File: config.mk
export PLATFORM = sky130hd
export DESIGN_NAME = elevator_call_panel
export DESIGN_NICKNAME = d
export VERILOG_FILES = /design/src/rtl/elevator_call_panel.sv
export SDC_FILE = /design/constraint.sdc
export NUM_CORES = 1
export LEC_CHECK = 0
export ABC_AREA = 1
export CORE_MARGIN = 3
export CORE_UTILIZATION = 51
export DETAILED_ROUTE_END_ITERATION = 12
export HOLD_SLACK_MARGIN = 0.12
export PLACE_DENSITY = 0.69
export SYNTH_ARGS = -nofsm -noshare
export SYNTH_HDL_FRONTEND = slang
export SYNTH_SLANG_ARGS = --single-unit
File: constraint.sdc
create_clock -name CLK -period 6.5 [get_ports CLK]
set_clock_uncertainty 0.2 [all_clocks]
set_input_delay 1.3 -clock CLK [delete_from_list [all_inputs] [get_ports CLK]]
set_output_delay 1.3 -clock CLK [all_outputs]
set_load 0.02 [all_outputs]
File: src/rtl/elevator_call_panel.sv
// elevator_call_panel
//
// Front end of the elevator: synchronizes and debounces the three car buttons
// and the three hall buttons, latches each accepted press as a lit lamp plus a
// pending request, and serializes pending requests onto the interior/exterior
// panel buses as one-hot single-cycle pulses. Every pulse is followed by at
// least one all-zero cycle, so the movement controller always gets idle time.
//
// Sources s0..s2 are car buttons for floors 1..3, s3..s5 are hall buttons for
// floors 1..3. Pending requests are granted round-robin from a pointer that
// starts at s0 and moves to the slot after each issued request.
//
// Ports:
//   CLK             in   rising-edge clock
//   RST             in   asynchronous active-high reset
//   logged_in       in   issue enable; car presses are accepted only while high
//   btn_int[2:0]    in   raw car buttons (asynchronous), bit0 = floor 1
//   btn_ext[2:0]    in   raw hall buttons (asynchronous), bit0 = floor 1
//   doors[2:0]      in   door-open status per floor; clears that floor's lamps
//   interior_panel  out  one-hot request pulse, car source (registered)
//   exterior_panel  out  one-hot request pulse, hall source (registered)
//   lamp_int        out  car button lamps (registered)
//   lamp_ext        out  hall button lamps (registered)
//
// Build option:
//   CALL_PANEL_REISSUE_EN  when defined, a per-source timer re-raises the
//                          pending request every REISSUE_PERIOD cycles while
//                          the lamp stays lit, recovering dropped requests.
//                          When undefined, each accepted press issues once.

module elevator_call_panel #(
    parameter int DEBOUNCE_CYCLES = 4,
    parameter int REISSUE_PERIOD  = 64
) (
    input  logic       CLK,
    input  logic       RST,
    input  logic       logged_in,
    input  logic [2:0] btn_int,
    input  logic [2:0] btn_ext,
    input  logic [2:0] doors,
    output logic [2:0] interior_panel,
    output logic [2:0] exterior_panel,
    output logic [2:0] lamp_int,
    output logic [2:0] lamp_ext
);

    typedef enum logic [1:0] {
        IDLE  = 2'd0,
        ISSUE = 2'd1,
        GAP   = 2'd2
    } state_t;

    localparam logic [7:0] DEB_LIMIT = 8'(DEBOUNCE_CYCLES);

    logic [5:0] raw_btn;
    logic [5:0] sync1_d, sync1_q;
    logic [5:0] sync2_d, sync2_q;
    logic [5:0] deb_d, deb_q;
    logic [5:0] lamp_d, lamp_q;
    logic [5:0] pending_d, pending_q;
    logic [5:0] press;
    logic [5:0] accept;
    logic [5:0] floor_clear;
    logic [5:0] issue_clear;
    logic [5:0] reissue_set;
    logic [5:0] grant_onehot;

    state_t     state_d, state_q;
    logic [2:0] grant_d, grant_q;
    logic [2:0] ptr_d, ptr_q;
    logic [2:0] interior_panel_d, interior_panel_q;
    logic [2:0] exterior_panel_d, exterior_panel_q;

    logic       rr_found;
    logic [2:0] rr_idx;
    logic       grant_ok;

    assign raw_btn     = {btn_ext, btn_int};
    assign floor_clear = {doors, doors};

    // Two-flop synchronizer for every raw button.
    always_comb begin
        sync1_d = raw_btn;
        sync2_d = sync1_q;
    end

    // Per-source debounce. The counter runs only while the synchronized level
    // disagrees with the debounced one; the toggle happens on the cycle after
    // the count has reached the limit, giving 2 + DEBOUNCE_CYCLES press latency.
    for (genvar s = 0; s < 6; s++) begin : g_deb
        logic [7:0] cnt_d, cnt_q;
        logic       toggle;

        always_comb begin
            cnt_d  = 8'd0;
            toggle = 1'b0;
            if (sync2_q[s] != deb_q[s]) begin
                if (cnt_q == DEB_LIMIT) begin
                    toggle = 1'b1;
                end else begin
                    cnt_d = cnt_q + 8'd1;
                end
            end
        end

        always_ff @(posedge CLK or posedge RST) begin
            if (RST) begin
                cnt_q <= 8'd0;
            end else begin
                cnt_q <= cnt_d;
            end
        end

        assign deb_d[s] = deb_q[s] ^ toggle;
        assign press[s] = toggle & ~deb_q[s];
    end

    // Car presses additionally require logged_in; a rejected press is dropped.
    assign accept = press & ~lamp_q & ~floor_clear & {3'b111, {3{logged_in}}};

`ifdef CALL_PANEL_REISSUE_EN
    localparam int RW = $clog2(REISSUE_PERIOD + 1);

    // Reissue timer runs only while the lamp is lit and nothing is pending;
    // it restarts whenever a request is re-raised or the lamp goes dark.
    for (genvar s = 0; s < 6; s++) begin : g_reissue
        logic [RW-1:0] timer_d, timer_q;
        logic          fire;

        always_comb begin
            timer_d = '0;
            fire    = 1'b0;
            if (lamp_q[s] && !pending_q[s] && !floor_clear[s]) begin
                if (timer_q == RW'(REISSUE_PERIOD - 1)) begin
                    fire = 1'b1;
                end else begin
                    timer_d = timer_q + 1'b1;
                end
            end
        end

        always_ff @(posedge CLK or posedge RST) begin
            if (RST) begin
                timer_q <= '0;
            end else begin
                timer_q <= timer_d;
            end
        end

        assign reissue_set[s] = fire;
    end
`else
    assign reissue_set = 6'b000000;
`endif

    // Round-robin search starting at the pointer, wrapping after s5.
    always_comb begin
        logic [3:0] sum;
        logic [2:0] cand;
        rr_found = 1'b0;
        rr_idx   = ptr_q;
        sum      = 4'd0;
        cand     = 3'd0;
        for (int k = 0; k < 6; k++) begin
            sum  = {1'b0, ptr_q} + 4'(k);
            cand = (sum >= 4'd6) ? 3'(sum - 4'd6) : sum[2:0];
            if (!rr_found && pending_q[cand]) begin
                rr_found = 1'b1;
                rr_idx   = cand;
            end
        end
    end

    assign grant_ok     = logged_in && rr_found;
    assign grant_onehot = 6'b000001 << grant_q;

    // Issue FSM next-state. The panel pulse is registered from the ISSUE state,
    // so it appears one cycle after ISSUE is entered and always lands while the
    // FSM sits in GAP or later; an in-flight grant completes regardless of
    // doors or logged_in.
    always_comb begin
        state_d          = state_q;
        grant_d          = grant_q;
        ptr_d            = ptr_q;
        issue_clear      = 6'b000000;
        interior_panel_d = 3'b000;
        exterior_panel_d = 3'b000;
        case (state_q)
            IDLE: begin
                if (grant_ok) begin
                    grant_d = rr_idx;
                    state_d = ISSUE;
                end
            end
            ISSUE: begin
                interior_panel_d = grant_onehot[2:0];
                exterior_panel_d = grant_onehot[5:3];
                issue_clear      = grant_onehot;
                ptr_d            = (grant_q == 3'd5) ? 3'd0 : grant_q + 3'd1;
                state_d          = GAP;
            end
            GAP: begin
                if (grant_ok) begin
                    grant_d = rr_idx;
                    state_d = ISSUE;
                end else begin
                    state_d = IDLE;
                end
            end
            default: begin
                state_d = IDLE;
            end
        endcase
    end

    // Door-open clear wins over a same-cycle press or reissue.
    always_comb begin
        lamp_d    = (lamp_q | accept) & ~floor_clear;
        pending_d = ((pending_q & ~issue_clear) | accept | reissue_set) & ~floor_clear;
    end

    always_ff @(posedge CLK or posedge RST) begin
        if (RST) begin
            sync1_q          <= 6'b000000;
            sync2_q          <= 6'b000000;
            deb_q            <= 6'b000000;
            lamp_q           <= 6'b000000;
            pending_q        <= 6'b000000;
            state_q          <= IDLE;
            grant_q          <= 3'd0;
            ptr_q            <= 3'd0;
            interior_panel_q <= 3'b000;
            exterior_panel_q <= 3'b000;
        end else begin
            sync1_q          <= sync1_d;
            sync2_q          <= sync2_d;
            deb_q            <= deb_d;
            lamp_q           <= lamp_d;
            pending_q        <= pending_d;
            state_q          <= state_d;
            grant_q          <= grant_d;
            ptr_q            <= ptr_d;
            interior_panel_q <= interior_panel_d;
            exterior_panel_q <= exterior_panel_d;
        end
    end

    assign interior_panel = interior_panel_q;
    assign exterior_panel = exterior_panel_q;
    assign lamp_int       = lamp_q[2:0];
    assign lamp_ext       = lamp_q[5:3];

endmodule

# After elaboration in Yosys (flattened, before gate mapping)
# Cells that the tools add are included.
# Widths: inputs -> output; s select.
# totals
reg_bits	92
out_inout_bits	12
in_bits	12
word_cells	167
# classes
bitwise_logic	29
reduce_logical	14
shifts	1
order_cmp	12
mux	61
eq_ne	16
add_sub_neg	18
# op_table
cell	n
$mux 8	12
$add 8x1->8 const B	6
$eq 8x3->1 const B	6
$mux 3	15
$and 6x6->6	6
$mux 1	25
$lt 3x4->1 const B	6
$ge 4x3->1 const B	5
$bmux 1 s3	6
$not 6->6	3
$sub 3x3->3 const B	6
$or 6x6->6	2
$add 3x2->4 const B	2
$add 3x3->4 const B	2
$and 1x1->1	6
$logic_and 1x1->1	6
$mux 6	1
$ne 1x1->1	6
$not 1->1	6
$pmux 2 s3	1
$shl 1x3->6 const A	1
$xor 1x1->1	6
$logic_not 1->1	5
$add 3x1->4 const B	1
10 further kinds	10

# Logic depth before layout (Yosys ltp)
# Gate-level depths: netlist of run 1.
# logic_depth
depth_word	23
mapped_depth	19
depth_no_buf	19

# Worst setup path after synthesis of run 1
# Ideal clock, no wire load.
# synth_path
path_type	reg-to-reg
start	reg ptr_q[1]
end	reg grant_q[1]
arrival_ns	2.126
required_time_ns	6.184
path_slack_ns	4.057
setup_time_ns	0.116
stages_incl_launch_ff	16
path_cell_list	dfrtp_1 inv_1 ha_1 inv_1 nand3_1 nand3_1 nand2_1 inv_1 nand2_1 nand3_2 nor2_4 nand4_2 nor2_1 nor2_1 nand2_1 nand2_1
# synth_via
elab_chain_cells	22
word_cells_on_any_way	59
cone_classes	add/sub: 11; order compare: 6; mux: 30; reduce/logical: 12
# synth_rtl
item	line_no	source
from (decl)	70	logic [2:0] ptr_d, ptr_q;
from (signal assigned)	242	ptr_q <= ptr_d;
parallel branches: the longest is 22 deep, another holds $add 3x1->4	n/a	
to (signal assigned)	241	grant_q <= grant_d;
to (decl)	69	logic [2:0] grant_d, grant_q;
# Parallel ways; which one is timed is not known. The select of a mux whose other input is x is not followed.
# A chain may end at the register's enable or synchronous reset.

# Final worst setup path of run 1
# layout_path
start	reg ptr_q[0]
end	reg grant_q[1]
# Same word-level chain as after synthesis.

==> run_results.csv, run 1 <==
group,metric,value,unit
power,p_seq_share,34.4,%
sta,min_period,2.991,ns
yosys,ys_types,33,
sta,finalSetupTns,0,ns
sta,finalWorstSetupSlack,3.509,ns
drt,num_vias,3873,
cells_and_area,drive_above_1_share,5.701,%
setup_path,start_kind,"flop",
global_routing,grt_start_max_net_pins,61,
sta,whs,0.1550,ns
sta,relSlewSlack,34.42,%
yosys,synth_edf_count,0,
die,die_h,103.7,um
global_routing,grt_use_total,18.02,%
worst_hold_path,hold_class,"reg2reg",
clocking,tritoncts.num_buffers,9,
clocking,cts_setup_buffers,0,
power,switchingPower,1.022,mW
drt,first_iter_violations,185,
clocking,clk_latency,0.37,ns
power,switching_share,46.20,%
setup_path,regToRegStartpoint,"ptr_q[0]",
power,power.density,406.0,nW/um2
sta,rsz0062_at_grt,"no",
yosys,syn_inst,611,
run,drv_cap,0,
clocking,post_cts_resized,0,
setup_path,critPathArrivalTime,3.05,ns
die,die_w,103.7,um
cells_and_area,layout_commonest_cell,"nand2_1",
clocking,cts_tree,"done",
clocking,clock_tree.root_cell,"clkbuf_8",
power,total_leakage_power,2.591,nW
yosys,ys_seq_area_share,47.28,%
die,ios,24,
yosys,ys_ff_latch,92,
global_routing,grt_overflow_total,0,
drt,ant_nets,0,
power,p_clk_share,17.1,%
setup_path,startpoint,"ptr_q[0]",
setup_path,critical_path_class,"reg2reg",
yosys,syn_nets,644,
die,initial_utilization,52.70,%
cells_and_area,area_growth,11.84,%
sta,period_share,46.02,%
sta,setup_viol,0,
place,placement.io_buffers,23,
clocking,h-tree-depth,3,
run_status,outcome,"finished, final reports clean",
cells_and_area,final_cell_mix,"nand2_1 (127), inv_1 (102), dfrtp_1 (92)",
yosys,async_reset_ff_share,100.0,%
place,hpwl,7004,um
setup_path,crit_fanout,15,
global_routing,grt_pass1_wl,16230,um
die,rows,35,
power,internal-power,1.190,mW
power,power_frac_comb,48.6,%
sta,tightestPinTransition,0.9826,ns
place,dp_slack,3.417,ns
yosys,avgSynthCellArea,7.970,um2
yosys,synth_flop_cell,"dfrtp_1",
sta,hold_viol,0,
global_routing,antenna_found_initial,0,
drt,wl_per_cell,11.74,um
yosys,syn_area,4870,um2
cells_and_area,diodes,0,
clocking,ctsHoldBuffers,0,
place,routabilityCongestion,0.9030,
drt,viasPerCell,4.978,
yosys,yosys_warnings,0,
global_routing,grt_pass1_vias,3785,
sta,clock.fmax,334.3,MHz
clocking,cts_sinks,92,
sta,maxSlewViolCount,0,
clocking,cts.clk_slew.worst_paths,0.10,ns
die,core,9240,um2
drt,drc,0,
drt,firstDrtPassIters,4,
die,dieArea,10760,um2
setup_path,end_kind,"flop",
place,place_area,5248,um2
cells_and_area,finalInstanceArea,5446,um2
worst_hold_path,hp-start,"sync1_q[0]",
drt,wirelength,9132,um
cells_and_area,fill_cells,844,
power,peakVddDrop,0.1893,mV
setup_path,crit_required,6.56,ns
clocking,cts_max_path_buffers,2,
cells_and_area,nets,677,
==> power groups by stage <==
stage               Combinational [mW]  Sequential, mW  Clock [mW]
global placement                  1.03           0.767           0
global route                      1.24           0.776       0.410
detailed placement                1.07           0.773           0
floorplan                        0.862           0.748           0
CTS                               1.07           0.761       0.388
finish                            1.07           0.760       0.377
==> state kept, by name, indices dropped and copies added, names as in the netlist, 6 cells and up, named ones only <==
| name | flops |
|---|---|
| lamp_q | 6 |
| pending_q | 6 |
| sync1_q | 6 |
| sync2_q | 6 |
| g_deb.cnt_q | 48 |
==> final timing paths <==
| path | end | slack [ns] | cells past startpoint |
|---|---|---|---|
| max | grant_q[1] | 3.51 | 17 |
| min | sync2_q[0] | 0.16 | 0 |
| max reg2reg | grant_q[1] | 3.51 | 17 |
| min reg2reg | sync2_q[0] | 0.16 | 0 |
| max in group asynchronous | g_deb[1].cnt_q[4] | 3.91 | 3 |
| min in group asynchronous | g_deb[4].cnt_q[6] | 1.25 | 2 |
==> stage by stage <==
step | instances | utilization [%] | power (mW)
floorplan | 611 | - | 1.610
global placement | 762 | 56.79 | 1.802
detailed placement | 762 | 56.79 | 1.840
CTS | 778 | 58.94 | 2.223
global route | 778 | 58.94 | 2.424
finish | 778 | 58.94 | 2.212
==> cell type report <==
class                   instances  area (um2)  share of cell area [%]
multi-input cells             412        2151                   39.49
repair buffers                 24       237.7                   4.365
clock buffers                   9       123.9                   2.274
well taps                     129       161.4                   2.963
clock inverters                 7       75.07                   1.378
flip-flops and latches         92        2302                   42.27
inverters                     105       395.4                   7.259
==> routing by layer <==
layer	up-vias	GRT usage [%]	routed length, um
li1	2014	-	-
met1	1790	23.29	4311
met2	54	30.70	4367
met3	15	3.614	301
met5	-	0	0
met4	0	5.603	150
==> synth_stat cells (all sizes together), types with 7 or more instances <==
master	n	area [um2]
nor4	7	43.79
nand4	15	100.1
nand2	129	489.2
nor2	80	307.8
or2	7	43.79
xnor2	13	113.9
nor3	24	120.1
a21oi	27	138.9
dfrtp	92	2302
inv	105	394.1
nand3	41	220.2
o21ai	27	150.2
ha	21	262.8
==> worst max-delay path: stages, from the launching register on <==
cell	delay (ns)
dfrtp_1	0.65
inv_2	0.21
ha_1	0.45
inv_1	0.13
nand3_1	0.12
nand3_1	0.08
nand2_1	0.08
inv_1	0.06
nand2_1	0.13
nand3_2	0.11
nor2_4	0.19
nand3_1	0.12
nand2_1	0.09
inv_1	0.04
nand2_1	0.06
nand2_1	0.05
nand2_1	0.06
nand2_1	0.05
==> logic make-up after synthesis <==
kind of cell / after synthesis / synth area share [%]
muxes: 1 / 0.2312
DFF: 92 / 47.28
and+or+nand+nor: 315 / 28.91
AOI/OAI and AO/OA: 59 / 6.758
buffers and inverters: 107 / 8.556
xor gates and xnor gates: 16 / 2.878
adders and majority gates: 21 / 5.396
No activity file was read; power rests on OpenSTA's default activity.
==> inputs of run 2 (changes only) <==
--- a/config.mk
+++ b/config.mk
@@ -10,7 +10,7 @@
 export CORE_UTILIZATION = 51
 export DETAILED_ROUTE_END_ITERATION = 12
 export HOLD_SLACK_MARGIN = 0.12
-export PLACE_DENSITY = 0.69
+export PLACE_DENSITY = 0.72
 export SYNTH_ARGS = -nofsm -noshare
 export SYNTH_HDL_FRONTEND = slang
 export SYNTH_SLANG_ARGS = --single-unit
==> constraint.sdc (replaced) <==
create_clock -name CLK -period 2.5 [get_ports CLK]
set_clock_uncertainty 0.2 [all_clocks]
set_input_delay 0.5 -clock CLK [delete_from_list [all_inputs] [get_ports CLK]]
set_output_delay 0.5 -clock CLK [all_outputs]
set_load 0.02 [all_outputs]
==> run 2 against run 1 <==
Critical path depth fell by 3. Largest power group unchanged. Wire length is 12% higher. Highest routed layer unchanged. Cell count increased by 3.3%. Critical endpoint is now grant_q[0]. Sequential share of layout area down 4.0 points.
==> run_results.csv, run 2 (same netlist as run 1, synthesis figures left out) <==
group,metric,value,unit
run_status,outcome,"finished, final reports clean",
power,total_leakage_power,2.799,nW
sta,tightestPinTransition,0.5594,ns
die,die_h,103.7,um
global_routing,antenna_found_initial,0,
setup_path,r2r_end,"grant_q[0]",
cells_and_area,drive_above_1_share,17.93,%
global_routing,grt_overflow_total,0,
clocking,cts.clk_slew.worst_paths,0.09,ns
clocking,cts_max_path_buffers,2,
cells_and_area,nets,703,
cells_and_area,diodes,0,
die,core,9240,um2
global_routing,grt_pass1_vias,3931,
sta,finalSetupTns,0,ns
setup_path,r2r_cells,14,
sta,maxSlewViolCount,0,
cells_and_area,top_register,"g_deb.cnt_q",
die,rows,35,
place,hpwl,7290,um
setup_path,critPathArrivalTime,2.50,ns
place,routabilityCongestion,0.9261,
cells_and_area,largest_reg_flops,48,
setup_path,crit_required,2.55,ns
power,p_clk_share,15.5,%
die,ios,24,
setup_path,rrSetupSlack,0.04,ns
cells_and_area,final_cell_mix,"nand2_1 (109), inv_1 (92), dfrtp_1 (89)",
worst_hold_path,hold_path_end,"sync2_q[4]",
drt,firstDrtPassIters,4,
run,drv_cap,0,
setup_path,regToRegStartpoint,"ptr_q[1]",
place,placement.io_buffers,23,
drt,wl_per_cell,12.77,um
clocking,clk_latency,0.35,ns
setup_path,critical_path_class,"reg2reg",
sta,hold_viol,0,
global_routing,grt_start_max_net_pins,93,
sta,rsz0062_at_grt,"yes",
drt,first_iter_violations,146,
clocking,tritoncts.num_buffers,9,
setup_path,end_kind,"flop",
power,peakVddDrop,0.5910,mV
sta,relSlewSlack,62.36,%
drt,wirelength,10270,um
worst_hold_path,holdPathStages,0,
setup_path,crit_fanout,6,
worst_hold_path,hp-start,"sync1_q[4]",
clocking,cts_sinks,92,
power,finalPower,7.096,mW
global_routing,grt_pass1_wl,17040,um
power,power_frac_comb,56.9,%
global_routing,grt_use_total,18.91,%
die,initial_utilization,52.70,%
clocking,h-tree-depth,3,
power,p_seq_share,27.6,%
clocking,ctsHoldBuffers,0,
drt,ant_nets,0,
sta,min_period,2.458,ns
drt,viasPerCell,5.091,
clocking,clock_tree.root_cell,"clkbuf_8",
cells_and_area,area_growth,23.79,%
sta,clock.fmax,406.8,MHz
cells_and_area,final_util,65.24,%
worst_hold_path,hold_class,"reg2reg",
power,internal-power,3.928,mW
drt,drc,0,
drt,num_vias,4093,
die,dieArea,10760,um2
sta,setup_viol,0,
power,power.density,1177,nW/um2
power,switching_share,44.65,%
power,switchingPower,3.169,mW
die,die_w,103.7,um
sta,period_share,98.32,%
clocking,cts_tree,"done",
setup_path,start_kind,"flop",
cells_and_area,layout_commonest_cell,"nand2_1",
==> run 2: cell count changes in the layout (fill, tap and decap cells not counted), moves of 5 or more <==
cell     before  now
nand3_2       3    8
nor2_1       79   74
nand3_1      38   30
nand2_2       2   16
ha_4          0    7
buf_6         0    9
inv_2         2    8
ha_1         21   14
inv_1       102   92
buf_4         1   16
nand2_1     127  109
==> run 2: timing repair <==
item | in CTS | in global routing
gates resized for setup | 9 | 82
pin swaps | 4 | 29
buffers inserted | 3 | 8
cloned | 0 | 1
endpoints found under the setup margin | 3 | 4
==> run 2: how the worst max path moves through the flow <==
stage / to / cells past startpoint / startpoint
global route: grant_q[0] / 14 / ptr_q[1]
floorplan: grant_q[1] / 15 / ptr_q[1]
global placement: grant_q[1] / 15 / ptr_q[1]
detailed placement: grant_q[1] / 15 / ptr_q[1]
CTS: grant_q[0] / 14 / ptr_q[1]
finish: grant_q[0] / 14 / ptr_q[1]
==> run 2: power by group through the flow <==
stage	logic, mW	clock network (mW)	registers (mW)
finish	4.04	1.10	1.96
floorplan	2.24	0	1.95
global route	4.47	1.19	1.99
global placement	2.92	0	1.95
detailed placement	3.00	0	1.97
CTS	3.15	1.13	1.94
==> run 2: area by class of cell <==
| cell class | instances | area, um2 |
|---|---|---|
| Sequential cell | 92 | 2306 |
| Inverter | 105 | 407.9 |
| Clock inverter | 6 | 86.33 |
| Multi-Input combinational cell | 412 | 2452 |
| Timing Repair Buffer | 50 | 476.7 |
| Fill cell | 743 | 3212 |
| Tap cell | 129 | 161.4 |
| Clock buffer | 10 | 137.6 |
==> run 2: per-stage QoR <==
stage	cell area, um2	setup slack [ns]	cells	hold WS, ns
after floorplan	4873	0.05717	611	0.1312
after global placement	5368	0.03350	776	0.1329
after detailed placement	5368	-0.08370	776	0.1347
after CTS	5657	0.003629	795	0.1530
after global routing	6028	-0.07875	804	0.1581
final	6028	0.04201	804	0.1514
==> run 2: layer usage <==
metal / share of wire (%) / vias to the layer above / global-route usage (%)
li1: - / 2069 / -
met1: 45 / 1944 / 24.34
met2: 50 / 62 / 32.38
met3: 2.8 / 18 / 3.302
met4: 2.1 / 0 / 6.458
met5: 0 / - / 0
==> run 2: worst max-delay path, stage by stage (launching register included) <==
cell and delay [ns]:
dfrtp_2 0.47, inv_4 0.11, buf_6 0.13, ha_4 0.15, xor2_2 0.16, nor2_1 0.06
a21oi_2 0.22, inv_2 0.07, nand2_2 0.09, nand3_4 0.12, nand4_1 0.14, nand3_2 0.17
buf_6 0.16, nand2_1 0.04, nand2_1 0.05
==> RTL change, RTL diff (flow settings as in run 2) <==
Re-encode `state_t` (3 states) as one-hot, 3 bits wide.
--- a/src/rtl/elevator_call_panel.sv
+++ b/src/rtl/elevator_call_panel.sv
@@ -45,8 +45,8 @@
 );
 
-    typedef enum logic [1:0] {
-        IDLE  = 2'd0,
-        ISSUE = 2'd1,
-        GAP   = 2'd2
+    typedef enum logic [2:0] {
+        IDLE  = 3'b001,
+        ISSUE = 3'b010,
+        GAP   = 3'b100
     } state_t;
 
Function: same outputs for any inputs over 10 cycles, from zero or initial values and one cycle with RST high; not proved beyond that.
==> RTL change against run 2 <==
- die area grew 1.4%
- critical path depth unchanged
- worst setup slack got worse by 0.073 ns
- combinational power is 3% lower
- largest power group unchanged
- hold slack lost 0.0044 ns
- final area fell by 0.15%
- via count barely moved
- the run now ends with negative setup slack left
- cell count fell by 0.87%
- sequential cell count up 1
- wire length is 2.1% higher
- power shrank 2.2%
- global-route usage is 0.51 points higher
- area after synthesis increased by 1.5%
==> RTL change: results (changes against run 2) <==
outcome finished with violations; failing checks negative setup slack; Slowest-stage cell, CP dfrtp_2; maximum vdd drop 0.0006869 V (+16%); via count 4,090 (-0.073%); Max Buffers Root-to-Sink 2 (unchanged); Overall Global Routing Usage 19.41% (+0.51 points); grt total ovfl 0 (unchanged); number of iterations in the first detailed-routing pass 4 (unchanged); worst-skew pair later-pin latency 0.36 ns; H-tree depth 3 (unchanged); number of diodes 0 (unchanged); static leakage 2.832 nW (+1.2%); Netlist cell types 42 (+27%); Syn Nets 638 (-0.93%); top cells by area, synth dfrtp_1, nand2_1, inv_1; initial DRC count 277 (+90%); clock transition at the registers of the reported paths 0.10 ns; max FFs per register 48 (unchanged); FF-to-FF path depth 14 (unchanged); Port Buffer Count 23 (unchanged); Psw 3.133 mW (-1.1%); gpl congestion 0.9063 (-2.1%); CP max FO 5 (-1); CTS root buf clkbuf_8; HP Class flop to flop; Most flops, register g_deb.cnt_q; final-report hold violation count 0 (unchanged); nets 696 (-1.0%); hpwl dp 7385 um (+1.3%); routed wire length 10,480 um (+2.1%); largest net degree at the start of global routing 28 (-70%); layout cells sized above 1 17.96% (+0.038 points); sequential fraction of the synthesis area 47.11% (-0.16 points); Synthesis Warnings 0 (unchanged); vias in the first global route 3,968 (+0.94%); Crit path max-delay family simple AND/OR/NAND/NOR gates; endpoints failing setup 1 (+1); asr flop ratio synth 100.0% (unchanged); layout filler cell count 765 (+3.0%); initial antenna violation count 0 (unchanged); CTS buffer count 9 (unchanged); worst-margin pin slew 0.6664 ns (+0.1071 ns); commonest cells in the netlist nand2_1, inv_1, dfrtp_1, nor2_1, nand3_1; fin worst setup slack -0.03124 ns (-0.07325 ns); slowest stage delay, CP 0.45 ns (-0.02 ns); cell count of the worst hold path 0 (unchanged); global-route wire length before repair 17,640 um (+3.5%)
==> RTL change: area by class of cell <==
cell class                 count  share of cell area [%]
sequential                    93                   38.70
inverter                     110                   7.088
multi-input combinational    398                   39.51
clock buffer                   9                   2.058
clock inverter                 7                   1.642
timing repair buffer          51                   8.314
tap                          129                   2.681
==> RTL change: power by group through the flow <==
stage               registers (mW)  clock network [mW]  logic [mW]
global route                  1.98                1.19        4.37
floorplan                     1.93                   0        2.46
CTS                           1.93                1.13        3.05
finish                        1.94                1.10        3.90
detailed placement            1.96                   0        3.03
global placement              1.95                   0        2.96
==> RTL change: stage by stage <==
stage               cell area (sq um)  setup TNS [ns]  setup WS (ns)  power [mW]  cells
CTS                              5654               0        0.01081       6.111    781
global route                     6020         -0.4674        -0.1666       7.539    797
global placement                 5426               0        0.01738       4.907    765
floorplan                        4946               0        0.02319       4.385    605
finish                           6020        -0.03124       -0.03124       6.942    797
detailed placement               5426       -0.008188      -0.006689       4.993    765
==> RTL change: path summary, 6_finish.rpt <==
path                            start    endpoint  slack, ns
min reg2reg                sync1_q[1]  sync2_q[1]       0.15
min                        sync1_q[1]  sync2_q[1]       0.15
max                          ptr_q[2]  grant_q[2]      -0.03
max reg2reg                  ptr_q[2]  grant_q[2]      -0.03
max in group asynchronous         RST  state_q[0]       1.27
min in group asynchronous         RST  sync1_q[2]       0.31
==> RTL change: kinds of logic (layout without fill, tap and decap cells) <==
kind of cell	count (synthesis)	after routing	share of synthesized area, %
flip-flops	93	93	47.11
AND/OR/NAND/NOR	301	301	28.99
AO/OA/AOI/OAI	63	63	7.089
adder cells (fa/ha/maj)	21	21	5.316
buffers and inverters	114	177	9.190
XOR/XNOR	13	13	2.304
==> RTL change: repair_timing <==
action                     4_1_cts  5_1_grt
hold buffers                     0        0
buffers inserted                 0       16
resized for setup                2       65
pin swaps                        0       27
setup endpoints to repair        2        5
==> RTL change: layer usage <==
metal / vias up / track usage (%) / wire length (um)
li1: 2041 / - / -
met1: 1934 / 24.50 / 4495
met2: 90 / 33.63 / 5401
met3: 25 / 3.290 / 370
met4: 0 / 6.743 / 208
met5: - / 0 / 0
==> RTL change: worst register-to-register path, stage by stage, from the launching register on <==
cell     delay, ns
dfrtp_2       0.45
buf_4         0.15
inv_2         0.06
ha_1          0.25
a21oi_2       0.19
nand2_1       0.12
xor2_2        0.19
a21oi_1       0.12
o21ai_0       0.10
nand2_1       0.16
nand4_4       0.14
nor2_4        0.13
nor2_2        0.05
nand2_1       0.06
nand2_1       0.05
